<file path="config.mk">
export PLATFORM = sky130hd
export DESIGN_NAME = counter_sequencer
export DESIGN_NICKNAME = d
export VERILOG_FILES = /design/src/rtl/cnt_seq_pkg.sv /design/src/rtl/updown_step_counter.sv /design/src/rtl/counter_sequencer.sv
export SDC_FILE = /design/constraint.sdc
export NUM_CORES = 1
export LEC_CHECK = 0
export ABC_CLOCK_PERIOD_IN_PS = 6500
export CAP_MARGIN = 10
export CORE_MARGIN = 2
export CORE_UTILIZATION = 45
export CTS_CLUSTER_SIZE = 16
export DETAILED_ROUTE_END_ITERATION = 16
export PLACE_DENSITY = 0.7
export SYNTH_ARGS = -nofsm -noshare
export SYNTH_HDL_FRONTEND = slang
export SYNTH_HIERARCHICAL = 1
export SYNTH_SLANG_ARGS = --single-unit
export TNS_END_PERCENT = 20
</file>
<file path="constraint.sdc">
create_clock -name clk -period 6.5 [get_ports clk]
set_input_delay 1.95 -clock clk [delete_from_list [all_inputs] [get_ports clk]]
set_output_delay 1.95 -clock clk [all_outputs]
set_load 0.005 [all_outputs]
</file>
<file path="src/rtl/cnt_seq_pkg.sv">
// Shared definitions for the counter sequencer: default widths, mode
// encodings, FSM state encoding and a small mode-decoding helper.
package cnt_seq_pkg;

  localparam int CNT_WIDTH_DEF = 4;
  localparam int LOOP_W_DEF    = 8;

  localparam logic [1:0] MODE_UP       = 2'b00;
  localparam logic [1:0] MODE_DOWN     = 2'b01;
  localparam logic [1:0] MODE_PINGPONG = 2'b10;

  typedef enum logic [1:0] {
    IDLE = 2'b00,
    RUN  = 2'b01,
    DONE = 2'b10
  } seq_state_e;

  // Direction a command starts in: only down mode begins counting down;
  // the reserved encoding behaves as up.
  function automatic logic mode_initial_dir(input logic [1:0] mode);
    logic dir_s;
    case (mode)
      MODE_DOWN: dir_s = 1'b0;
      default:   dir_s = 1'b1;
    endcase
    return dir_s;
  endfunction

endpackage

</file>
<file path="src/rtl/updown_step_counter.sv">
// Loadable reversible counter. Load wins over stepping; stepping wraps
// modulo 2^WIDTH in both directions.
module updown_step_counter #(
  parameter int WIDTH = 4
) (
  input  logic             clk,
  input  logic             rst,
  input  logic             load,
  input  logic [WIDTH-1:0] load_val,
  input  logic             en,
  input  logic             dir,
  output logic [WIDTH-1:0] q
);

  localparam logic [WIDTH-1:0] STEP_ONE = WIDTH'(1'b1);

  // Counter register: clear, load, or step by one in the requested direction.
  always_ff @(posedge clk) begin
    if (rst) begin
      q <= {WIDTH{1'b0}};
    end else if (load) begin
      q <= load_val;
    end else if (en) begin
      if (dir) begin
        q <= q + STEP_ONE;
      end else begin
        q <= q - STEP_ONE;
      end
    end else begin
      q <= q;
    end
  end

endmodule

</file>
<file path="src/rtl/counter_sequencer.sv">
// Command-driven sequencer for an up/down counter. Accepts one command at a
// time (start, end, loop count, mode) and walks the counter through the
// requested passes in up, down or ping-pong fashion, flagging each pass end
// and the completion of the command.
// Optional build macro: CNT_SEQ_PAUSE_EN adds a pause input that freezes a
// running command; without it the design behaves as if pause were tied low.
module counter_sequencer
  import cnt_seq_pkg::*;
#(
  parameter int WIDTH  = CNT_WIDTH_DEF,
  parameter int LOOP_W = LOOP_W_DEF
) (
  input  logic              clk,
  input  logic              rst,
`ifdef CNT_SEQ_PAUSE_EN
  input  logic              pause,
`endif
  input  logic              cmd_valid,
  output logic              cmd_ready,
  input  logic [WIDTH-1:0]  cmd_start,
  input  logic [WIDTH-1:0]  cmd_end,
  input  logic [LOOP_W-1:0] cmd_loops,
  input  logic [1:0]        cmd_mode,
  input  logic              abort,
  output logic [WIDTH-1:0]  cnt_out,
  output logic              cnt_dir,
  output logic              busy,
  output logic              wrap_pulse,
  output logic              done
);

  localparam logic [LOOP_W-1:0] LOOPS_ONE  = LOOP_W'(1'b1);
  localparam logic [LOOP_W-1:0] LOOPS_ZERO = {LOOP_W{1'b0}};

  seq_state_e        state_r;
  seq_state_e        state_nxt_s;
  logic [WIDTH-1:0]  start_r;
  logic [WIDTH-1:0]  end_r;
  logic [WIDTH-1:0]  tgt_r;
  logic [WIDTH-1:0]  load_val_s;
  logic [1:0]        mode_r;
  logic [LOOP_W-1:0] loops_left_r;
  logic              dir_r;
  logic              pause_s;
  logic              at_tgt_s;
  logic              accept_s;
  logic              next_pass_s;
  logic              flip_s;
  logic              load_s;
  logic              step_en_s;

`ifdef CNT_SEQ_PAUSE_EN
  assign pause_s = pause;
`else
  assign pause_s = 1'b0;
`endif

  assign at_tgt_s   = (cnt_out == tgt_r);
  assign cmd_ready  = (state_r == IDLE) && !rst;
  assign busy       = (state_r != IDLE);
  assign wrap_pulse = (state_r == RUN) && at_tgt_s && !pause_s;
  assign done       = (state_r == DONE);
  assign cnt_dir    = dir_r;

  // FSM state register.
  always_ff @(posedge clk) begin
    if (rst) begin
      state_r <= IDLE;
    end else begin
      state_r <= state_nxt_s;
    end
  end

  // Next-state decode plus the control strobes for the datapath and counter.
  // Abort beats pause; pause beats both stepping and pass-end handling.
  always_comb begin
    state_nxt_s = state_r;
    accept_s    = 1'b0;
    next_pass_s = 1'b0;
    flip_s      = 1'b0;
    load_s      = 1'b0;
    load_val_s  = start_r;
    step_en_s   = 1'b0;
    case (state_r)
      IDLE: begin
        if (cmd_valid && cmd_ready) begin
          accept_s    = 1'b1;
          load_s      = 1'b1;
          load_val_s  = cmd_start;
          state_nxt_s = RUN;
        end else begin
          state_nxt_s = IDLE;
        end
      end
      RUN: begin
        if (abort) begin
          state_nxt_s = IDLE;
        end else if (pause_s) begin
          state_nxt_s = RUN;
        end else if (at_tgt_s) begin
          if (loops_left_r == LOOPS_ONE) begin
            state_nxt_s = DONE;
          end else begin
            state_nxt_s = RUN;
            next_pass_s = 1'b1;
            if (mode_r == MODE_PINGPONG) begin
              // Endpoint is held for one more cycle while direction turns.
              flip_s = 1'b1;
            end else begin
              load_s     = 1'b1;
              load_val_s = start_r;
            end
          end
        end else begin
          state_nxt_s = RUN;
          step_en_s   = 1'b1;
        end
      end
      DONE: begin
        state_nxt_s = IDLE;
      end
      default: begin
        state_nxt_s = IDLE;
      end
    endcase
  end

  // Command registers, pass target, direction and remaining-pass counter.
  always_ff @(posedge clk) begin
    if (rst) begin
      start_r      <= {WIDTH{1'b0}};
      end_r        <= {WIDTH{1'b0}};
      tgt_r        <= {WIDTH{1'b0}};
      mode_r       <= MODE_UP;
      loops_left_r <= LOOPS_ZERO;
      dir_r        <= 1'b1;
    end else if (accept_s) begin
      start_r      <= cmd_start;
      end_r        <= cmd_end;
      tgt_r        <= cmd_end;
      mode_r       <= cmd_mode;
      loops_left_r <= (cmd_loops == LOOPS_ZERO) ? LOOPS_ONE : cmd_loops;
      dir_r        <= mode_initial_dir(cmd_mode);
    end else if (next_pass_s) begin
      loops_left_r <= loops_left_r - LOOPS_ONE;
      if (flip_s) begin
        // Heading up means the next leg returns to start, and vice versa.
        dir_r <= ~dir_r;
        tgt_r <= dir_r ? start_r : end_r;
      end else begin
        dir_r <= dir_r;
        tgt_r <= tgt_r;
      end
    end else begin
      loops_left_r <= loops_left_r;
      dir_r        <= dir_r;
      tgt_r        <= tgt_r;
    end
  end

  updown_step_counter #(
    .WIDTH(WIDTH)
  ) u_counter (
    .clk      (clk),
    .rst      (rst),
    .load     (load_s),
    .load_val (load_val_s),
    .en       (step_en_s),
    .dir      (dir_r),
    .q        (cnt_out)
  );

endmodule

</file>
==> flow_summary.yaml, run 1 <==
status:
  run_status: "finished clean"
floorplan:
  starting_density: 0.464
  placementRows: 22
  die_w_um: 65.0
  core_region_area_sq_um: 3610
  floorplan.die.height_um: 65.0
  die-area_sq_um: 4220
  io_pins: 31
setup_path:
  r2r_cells: 7
  cell_with_the_largest_stage_delay_on_the_worst_path: "sky130_fd_sc_hd__clkdlybuf4s50_1"
  worst_setup_path_start_kind: "input port"
  critical-path-top-cell-by-count: "sky130_fd_sc_hd__clkdlybuf4s50_1"
  path_cells: "clkdlybuf4s50_1, nor3_1, clkdlybuf4s50_1"
  reg2reg_to: "u_counter/q[3]"
  cp_max_fo: 3
  worst_r2r_startpoint: "u_counter/q[0]"
  critPathKind: "in -> out"
  timing.critical_path.required_ns: 4.55
  setup.reg_to_reg.worst_slack_ns: 3.84
  largest_incremental_delay_on_the_critical_path_ns: 0.56
  timing.critical_path.max_delay_family: "buffers and inverters"
  cp_num_buf_inv: 2
  setup.worst_path.end_class: "output port"
  worst_ep_arrival_time_ns: 3.21
min_path:
  hold_path_depth: 2
  type_of_the_tightest_min_delay_check: "reg -> reg"
  worstHoldStart: "end_r[2]"
  hold_end: "end_r[2]"
grt:
  grt_first_pass_wirelength_mm: 6.18
  pin_count_of_the_biggest_net_entering_global_routing: 39
  global_route.usage.met2: 0.285
  globalRouteTotalUtil: 0.190
  grt_use_met3: 0.0365
  grt-ovfl-total: 0
  grt_pass1_vias: 1336
  grt-busiest-layer: "met2"
  groute.layer.met1.usage: 0.264
  initial_antenna_violation_count: 0
timing:
  fin_hold_viols: 0
  whs_ns: 0.452
  fin_worst_skew_ns: 0.00826
  max_freq_mhz: 194
  number_of_max_slew_violations_in_the_final_report: 0
  min_period_over_period: 0.793
  timing_worst_slew_pin_value_ns: 1.03
  max_transition_margin: 0.310
  min_tclk_post_route_ns: 5.16
  tns_ns: 0
  finalSetupViolCount: 0
  grt_setup_unrepaired: "false"
pwr:
  p_int_w: 0.000306
  p_seq_frac: 0.473
  clkPwrFrac: 0.329
  vdd_drop_max_mv: 0.138
  static-leakage-power_nw: 0.792
  p_switching_w: 0.000119
  pwr-share-comb: 0.199
  power_switching_share: 0.281
  power_density_nw_per_um2: 207
cells_and_area:
  fill_cell_count: 353
  antenna_diode_count: 0
  final_core_util: 0.569
  flow.area_growth_from_synthesis_pct: 22.7
  layout.cell_area.non_filler_sq_um: 2050
  drive_gt1_frac: 0.0844
  finish.net_count: 251
synthesis:
  yosysWarningCount: 6
  synth_top_cells_by_area: "sky130_fd_sc_hd__dfxtp_1 (35%), sky130_fd_sc_hd__nand2_1 (8.5%), sky130_fd_sc_hd__mux2i_1 (4.2%)"
  avgSynthCellArea_sq_um: 8.41
  postSynthNetCount: 226
  post-synth-top-area-fraction: 0.347
  synth_seq_area_share: 0.347
  number_of_flops_mapped_to_enable_cells_by_yosys: 0
  synthDominantAreaCellType: "sky130_fd_sc_hd__dfxtp_1"
  synth_seq_cells: 29
  synth_async_sr_flop_share: 0
  ys_top_cells_by_count: "sky130_fd_sc_hd__nand2_1 (38), sky130_fd_sc_hd__dfxtp_1 (29), sky130_fd_sc_hd__a21oi_1 (13), sky130_fd_sc_hd__nor3_1 (13), sky130_fd_sc_hd__nor2_1 (10)"
  yosysMostFrequentCell: "sky130_fd_sc_hd__nand2_1"
  post_synth_inst_count: 199
  synth_cell_area_sq_um: 1670
  count_of_different_cell_masters_after_synthesis: 46
  dominantRegCellSynth: "sky130_fd_sc_hd__dfxtp_1"
clocking:
  postCtsSetupRepairBufs: 0
  cts_root_buf: "sky130_fd_sc_hd__clkbuf_8"
  cts_buffer_depth: 2
  cts.sink_count: 29
  ctsHtreeMaxLevel: 2
  clk-insertion-delay-late_ns: 0.28
  cts_resized: 0
  clk_transition_reported_paths_ns: 0.06
  number_of_hold_repair_buffers_added_at_the_cts_stage: 0
  cts-buffers-inserted: 5
  tritoncts: "built"
place:
  finalWeightedCongestion: 0.789
  half_perimeter_wire_length_after_placement_mm: 2.47
  port-buffer-count: 30
  place_area_sq_um: 1970
detailed_routing:
  postRouteAntennaNets: 0
  routedWlPerCell_um: 12.9
  drt_first_pass_iters: 4
  drc: 0
  avgViaCountPerCell: 5.36
  vias: 1464
  totalWireLength_mm: 3.53
  initialDrtViolationCount: 61
run:
  max_cap_violations: 0
## worst max path at each step
stage               startpoint         to  depth (start not counted)
floorplan                  rst  cmd_ready                          1
global placement           rst  cmd_ready                          3
detailed placement         rst  cmd_ready                          3
CTS                        rst  cmd_ready                          3
global route               rst  cmd_ready                          3
finish                     rst  cmd_ready                          3
## sequential cells by signal (all words and copies together), names as in the netlist
register	count
cnt_dir	1
end_r	4
loops_left_r	8
mode_r	2
start_r	4
state_r	2
tgt_r	4
u_counter/q	4
## cells by family after synthesis
group	after synthesis	synth area share
AND/OR/NAND/NOR	101	0.333
AO/OA/AOI/OAI	30	0.128
flip-flops	29	0.347
buffers and inverters	16	0.0494
XOR/XNOR	10	0.0524
multiplexers	8	0.0486
adder cells (fa/ha/maj)	5	0.0419
## area by class of cell
type	instances	area, sq um	area share
flip-flops and latches	29	581	0.283
inverters	3	11.3	0.00549
multi-input cells	154	1010	0.492
clock buffers	6	72.6	0.0354
clock inverters	2	10.0	0.00488
well taps	48	60.1	0.0293
repair buffers	31	308	0.150
## layout by cell type, fill, tap and decap left out, types with 3 or more instances in the layout
master | Yosys | layout
sky130_fd_sc_hd__nand2_1 | 38 | 38
sky130_fd_sc_hd__clkdlybuf4s50_1 | 0 | 30
sky130_fd_sc_hd__dfxtp_1 | 29 | 29
sky130_fd_sc_hd__nor3_1 | 13 | 13
sky130_fd_sc_hd__a21oi_1 | 13 | 13
sky130_fd_sc_hd__nor2_1 | 10 | 10
sky130_fd_sc_hd__xnor2_1 | 7 | 7
sky130_fd_sc_hd__mux2i_1 | 7 | 7
sky130_fd_sc_hd__nand3_1 | 7 | 7
sky130_fd_sc_hd__clkbuf_8 | 0 | 5
sky130_fd_sc_hd__nor2b_1 | 4 | 4
sky130_fd_sc_hd__nor3b_1 | 4 | 4
sky130_fd_sc_hd__or4b_1 | 4 | 4
sky130_fd_sc_hd__ha_1 | 4 | 4
sky130_fd_sc_hd__inv_1 | 3 | 3
sky130_fd_sc_hd__a31oi_1 | 3 | 3
sky130_fd_sc_hd__and4b_1 | 3 | 3
sky130_fd_sc_hd__nand3b_1 | 3 | 3
sky130_fd_sc_hd__xor2_1 | 3 | 3
## power by group through the flow
stage	logic, W	registers [W]	clock network [W]
finish	0.0000845	0.000201	0.000140
global route	0.0000949	0.000202	0.000152
CTS	0.0000849	0.000201	0.000146
detailed placement	0.0000846	0.000205	0
global placement	0.0000837	0.000205	0
floorplan	0.0000570	0.000202	0
## stage by stage
step / setup WS (ns) / cells / power (W)
after floorplan: 2.36 / 199 / 0.000259
after global placement: 1.35 / 265 / 0.000288
after detailed placement: 1.33 / 265 / 0.000289
after CTS: 1.33 / 273 / 0.000432
after global routing: 1.27 / 273 / 0.000449
final: 1.34 / 273 / 0.000425
## tightest hold or removal path, delay by kind of cell (launching register included)
family,cells,cell delay (ns)
flip-flops,1,0.31
AND/OR/NAND/NOR,1,0.05
AO/OA/AOI/OAI,1,0.05
## metal layers
layer	share of wire	wire (um)	up-vias
met4	0.014	48	0
met1	0.50	1780	678
met3	0.027	95	5
met2	0.46	1610	22
met5	0	0	-
li1	-	-	759
(Power assumes the default switching activity.)
==> run 2, diff against run 1 <==
--- a/config.mk
+++ b/config.mk
@@ -5,7 +5,7 @@
 export SDC_FILE = /design/constraint.sdc
 export NUM_CORES = 1
 export LEC_CHECK = 0
-export ABC_CLOCK_PERIOD_IN_PS = 6500
+export ABC_CLOCK_PERIOD_IN_PS = 5300
 export CAP_MARGIN = 10
 export CORE_MARGIN = 2
 export CORE_UTILIZATION = 45
==> constraint.sdc (replaced) <==
create_clock -name clk -period 5.3 [get_ports clk]
set_input_delay 1.59 -clock clk [delete_from_list [all_inputs] [get_ports clk]]
set_output_delay 1.59 -clock clk [all_outputs]
set_load 0.005 [all_outputs]
==> flow_summary.yaml, run 2 (synthesis results as in run 1) <==
timing:
  number_of_max_slew_violations_in_the_final_report: 0
  fin_hold_viols: 0
  finalSetupViolCount: 0
  max_freq_mhz: 225
  min_tclk_post_route_ns: 4.44
  timing_worst_slew_pin_value_ns: 0.848
  max_transition_margin: 0.429
  whs_ns: 0.452
  fin_worst_skew_ns: 0.00942
  grt_setup_unrepaired: "false"
  tns_ns: 0
  min_period_over_period: 0.837
place:
  dpl.cell_count: 267
  half_perimeter_wire_length_after_placement_mm: 2.51
  finalWeightedCongestion: 0.794
  port-buffer-count: 30
cells_and_area:
  antenna_diode_count: 0
  finish.net_count: 253
  drive_gt1_frac: 0.0837
  fin_cells: 275
  leading_cell_types_in_the_layout_fill_and_taps_excluded: "sky130_fd_sc_hd__nand2_1 (38), sky130_fd_sc_hd__clkdlybuf4s50_1 (30), sky130_fd_sc_hd__dfxtp_1 (29)"
  leading_cell_type_in_the_layout_fill_and_taps_excluded: "sky130_fd_sc_hd__nand2_1"
  top_register_by_number_of_flip_flops: "loops_left_r"
  flow.area_growth_from_synthesis_pct: 23.4
  final_core_util: 0.573
  largest_register_ff_count: 8
clocking:
  tritoncts: "built"
  cts_buffer_depth: 2
  cts_resized: 0
  clk-insertion-delay-late_ns: 0.28
  cts-buffers-inserted: 5
  cts.sink_count: 29
  ctsHtreeMaxLevel: 2
  clk_transition_reported_paths_ns: 0.05
  postCtsSetupRepairBufs: 0
  number_of_hold_repair_buffers_added_at_the_cts_stage: 0
  cts_root_buf: "sky130_fd_sc_hd__clkbuf_8"
detailed_routing:
  routedWlPerCell_um: 13.2
  totalWireLength_mm: 3.62
  vias: 1483
  postRouteAntennaNets: 0
  drc: 0
  initialDrtViolationCount: 104
  avgViaCountPerCell: 5.39
  drt_first_pass_iters: 4
grt:
  initial_antenna_violation_count: 0
  pin_count_of_the_biggest_net_entering_global_routing: 39
  grt_first_pass_wirelength_mm: 6.13
  grt_pass1_vias: 1328
  grt-ovfl-total: 0
  globalRouteTotalUtil: 0.190
setup_path:
  largest_incremental_delay_on_the_critical_path_ns: 0.56
  timing.critical_path.max_delay_family: "buffers and inverters"
  critPathKind: "in -> out"
  path_cells: "clkdlybuf4s50_1, nor3_1, clkdlybuf4s50_1"
  cell_with_the_largest_stage_delay_on_the_worst_path: "sky130_fd_sc_hd__clkdlybuf4s50_1"
  setup.worst_path.end_class: "output port"
  cp_num_buf_inv: 2
  cp_max_fo: 3
  critical-path-top-cell-by-count: "sky130_fd_sc_hd__clkdlybuf4s50_1"
  timing.critical_path.required_ns: 3.71
  worst_ep_arrival_time_ns: 2.85
  worst_setup_path_start_kind: "input port"
  setup.reg_to_reg.worst_slack_ns: 2.60
pwr:
  pwr-share-comb: 0.199
  p_seq_frac: 0.470
  static-leakage-power_nw: 0.796
  vdd_drop_max_mv: 0.131
  design_power_total_w: 0.000525
  p_int_w: 0.000378
  power_switching_share: 0.280
  p_switching_w: 0.000147
  power_density_nw_per_um2: 254
  clkPwrFrac: 0.332
run:
  max_cap_violations: 0
floorplan:
  die_w_um: 65.0
  floorplan.die.height_um: 65.0
  die-area_sq_um: 4220
  core_region_area_sq_um: 3610
  starting_density: 0.464
  io_pins: 31
  placementRows: 22
status:
  run_status: "finished clean"
min_path:
  type_of_the_tightest_min_delay_check: "reg -> reg"
run 2: cell count changes in the layout (fill, tap and decap cells not counted):
cell	before	now
sky130_fd_sc_hd__clkbuf_1	1	3
sky130_fd_sc_hd__buf_4	1	3
sky130_fd_sc_hd__clkinv_2	2	0
run 2: final timing paths:
| kind | start | end | cells after the start |
|---|---|---|---|
| hold / removal | end_r[2] | end_r[2] | 2 |
| setup / recovery | rst | cmd_ready | 3 |
| setup reg to reg | u_counter/q[0] | u_counter/q[3] | 7 |
| hold reg to reg | end_r[2] | end_r[2] | 2 |
run 2: metrics by stage:
| stage | worst slack, ns | cell area (sq um) |
|---|---|---|
| final | 0.862 | 2060 |
| after floorplan | 1.88 | 1670 |
| after detailed placement | 0.852 | 1980 |
| after global placement | 0.868 | 1980 |
| after CTS | 0.852 | 2060 |
| after global routing | 0.789 | 2060 |
run 2: worst reg2reg max path, delay by kind of cell, from the launching register on:
| kind | cells | cell delay [ns] |
|---|---|---|
| simple gates | 4 | 0.82 |
| compound gates | 2 | 1.10 |
| xor+xnor | 1 | 0.18 |
| flops | 1 | 0.49 |
run 2: cell type report:
class,count,area (sq um)
inverters,3,11.3
repair buffers,33,323
well taps,48,60.1
multi-input cells,154,1010
flip-flops and latches,29,581
fillers,354,1540
clock buffers,8,80.1
run 2: power by group through the flow:
stage	clock network [W]	logic [W]	registers, W
after detailed placement	0	0.000105	0.000251
after global routing	0.000184	0.000117	0.000249
after floorplan	0	0.0000699	0.000247
after global placement	0	0.000103	0.000251
final	0.000174	0.000104	0.000247
after CTS	0.000178	0.000105	0.000247
run 2: metal layers:
layer	vias up	wire length, um	track usage
li1	762	-	-
met1	680	1810	0.263
met2	32	1590	0.276
met3	9	136	0.0382
met4	0	86	0.0984
met5	-	0	0
==> run 3, diff against run 2 <==
--- a/config.mk
+++ b/config.mk
@@ -5,13 +5,13 @@
 export SDC_FILE = /design/constraint.sdc
 export NUM_CORES = 1
 export LEC_CHECK = 0
-export ABC_CLOCK_PERIOD_IN_PS = 5300
+export ABC_CLOCK_PERIOD_IN_PS = 3600
 export CAP_MARGIN = 10
 export CORE_MARGIN = 2
 export CORE_UTILIZATION = 45
 export CTS_CLUSTER_SIZE = 16
 export DETAILED_ROUTE_END_ITERATION = 16
-export PLACE_DENSITY = 0.7
+export PLACE_DENSITY = 0.73
 export SYNTH_ARGS = -nofsm -noshare
 export SYNTH_HDL_FRONTEND = slang
 export SYNTH_HIERARCHICAL = 1
==> constraint.sdc (replaced) <==
create_clock -name clk -period 3.6 [get_ports clk]
set_input_delay 1.08 -clock clk [delete_from_list [all_inputs] [get_ports clk]]
set_output_delay 1.08 -clock clk [all_outputs]
set_load 0.005 [all_outputs]
==> flow_summary.yaml, run 3 (synthesis results as in run 1) <==
status:
  run_status: "finished clean"
clocking:
  clk-insertion-delay-late_ns: 0.28
  cts_resized: 0
  ctsHtreeMaxLevel: 2
  number_of_hold_repair_buffers_added_at_the_cts_stage: 0
  cts_buffer_depth: 2
  tritoncts: "built"
  cts.sink_count: 29
  postCtsSetupRepairBufs: 0
  cts_root_buf: "sky130_fd_sc_hd__clkbuf_8"
  clk_transition_reported_paths_ns: 0.05
  cts-buffers-inserted: 5
detailed_routing:
  vias: 1493
  initialDrtViolationCount: 65
  totalWireLength_mm: 3.52
  drc: 0
  avgViaCountPerCell: 5.41
  postRouteAntennaNets: 0
  drt_first_pass_iters: 4
  routedWlPerCell_um: 12.7
cells_and_area:
  finish.net_count: 255
  fin_cells: 276
  leading_cell_type_in_the_layout_fill_and_taps_excluded: "sky130_fd_sc_hd__nand2_1"
  flow.area_growth_from_synthesis_pct: 24.7
  leading_cell_types_in_the_layout_fill_and_taps_excluded: "sky130_fd_sc_hd__nand2_1 (38), sky130_fd_sc_hd__clkdlybuf4s50_1 (30), sky130_fd_sc_hd__dfxtp_1 (29)"
  top_register_by_number_of_flip_flops: "loops_left_r"
  drive_gt1_frac: 0.0965
  final_core_util: 0.578
  antenna_diode_count: 0
  largest_register_ff_count: 8
min_path:
  worstHoldStart: "mode_r[0]"
  type_of_the_tightest_min_delay_check: "reg -> reg"
grt:
  grt_pass1_vias: 1348
  pin_count_of_the_biggest_net_entering_global_routing: 39
  grt-ovfl-total: 0
  globalRouteTotalUtil: 0.192
  initial_antenna_violation_count: 0
  grt_first_pass_wirelength_mm: 6.22
pwr:
  power_density_nw_per_um2: 378
  vdd_drop_max_mv: 0.238
  static-leakage-power_nw: 0.811
  design_power_total_w: 0.000788
floorplan:
  starting_density: 0.464
  placementRows: 22
  core_region_area_sq_um: 3610
  floorplan.die.height_um: 65.0
  io_pins: 31
  die-area_sq_um: 4220
  die_w_um: 65.0
setup_path:
  startpoint: "rst"
  timing.critical_path.required_ns: 2.52
  worst_r2r_startpoint: "u_counter/q[0]"
  setup.worst_path.end_class: "output port"
  reg2reg_to: "u_counter/q[3]"
  worst_ep_arrival_time_ns: 2.33
  critical_path.endpoint: "cmd_ready"
  r2r_cells: 7
  worst_setup_path_start_kind: "input port"
  critPathKind: "in -> out"
  setup.reg_to_reg.worst_slack_ns: 1.30
  cp_max_fo: 3
timing:
  grt_setup_unrepaired: "false"
  min_period_over_period: 0.947
  max_freq_mhz: 293
  fin_hold_viols: 0
  fin_worst_skew_ns: 0.00695
  finalSetupViolCount: 0
  timing_worst_slew_pin_value_ns: 0.514
  number_of_max_slew_violations_in_the_final_report: 0
  max_transition_margin: 0.655
  whs_ns: 0.454
  tns_ns: 0
  min_tclk_post_route_ns: 3.41
place:
  dpl.cell_count: 269
  finalWeightedCongestion: 0.799
  port-buffer-count: 30
  half_perimeter_wire_length_after_placement_mm: 2.49
run:
  max_cap_violations: 0
[run 3: worst max-delay path: stages]
cell	delay, ns
sky130_fd_sc_hd__clkdlybuf4s50_1	0.45
sky130_fd_sc_hd__nor3_1	0.24
sky130_fd_sc_hd__clkdlybuf4s50_1	0.56
[run 3: cell type report]
cell class / instances / area, sq um
Tap cell: 48 / 60.1
Sequential cell: 29 / 581
Inverter: 3 / 11.3
Multi-Input combinational cell: 154 / 1010
Fill cell: 335 / 1520
Clock buffer: 7 / 86.3
Timing Repair Buffer: 35 / 338
[run 3: worst min path at each step]
stage                endpoint  cells after the start
finish              mode_r[0]                      2
global route         end_r[3]                      2
CTS                 mode_r[0]                      2
detailed placement  mode_r[0]                      2
global placement     end_r[0]                      2
floorplan            end_r[0]                      2
[run 3: metal layers]
layer,GRT usage,up-vias,wire length [um]
li1,-,771,-
met1,0.271,674,1810
met2,0.263,40,1440
met3,0.0417,8,194
met4,0.117,0,76
met5,0,-,0
[run 3: per-stage QoR]
step	cell area, sq um	worst slack (ns)
global placement	2000	0.189
global route	2090	0.122
floorplan	1670	0.819
finish	2090	0.189
CTS	2090	0.179
detailed placement	2000	0.183
[run 3: where the power goes]
| group | total [W] | internal, W | switching [W] |
|---|---|---|---|
| logic | 0.000156 | 0.0000807 | 0.0000750 |
| clock network | 0.000270 | 0.000151 | 0.000119 |
| registers | 0.000363 | 0.000341 | 0.0000214 |
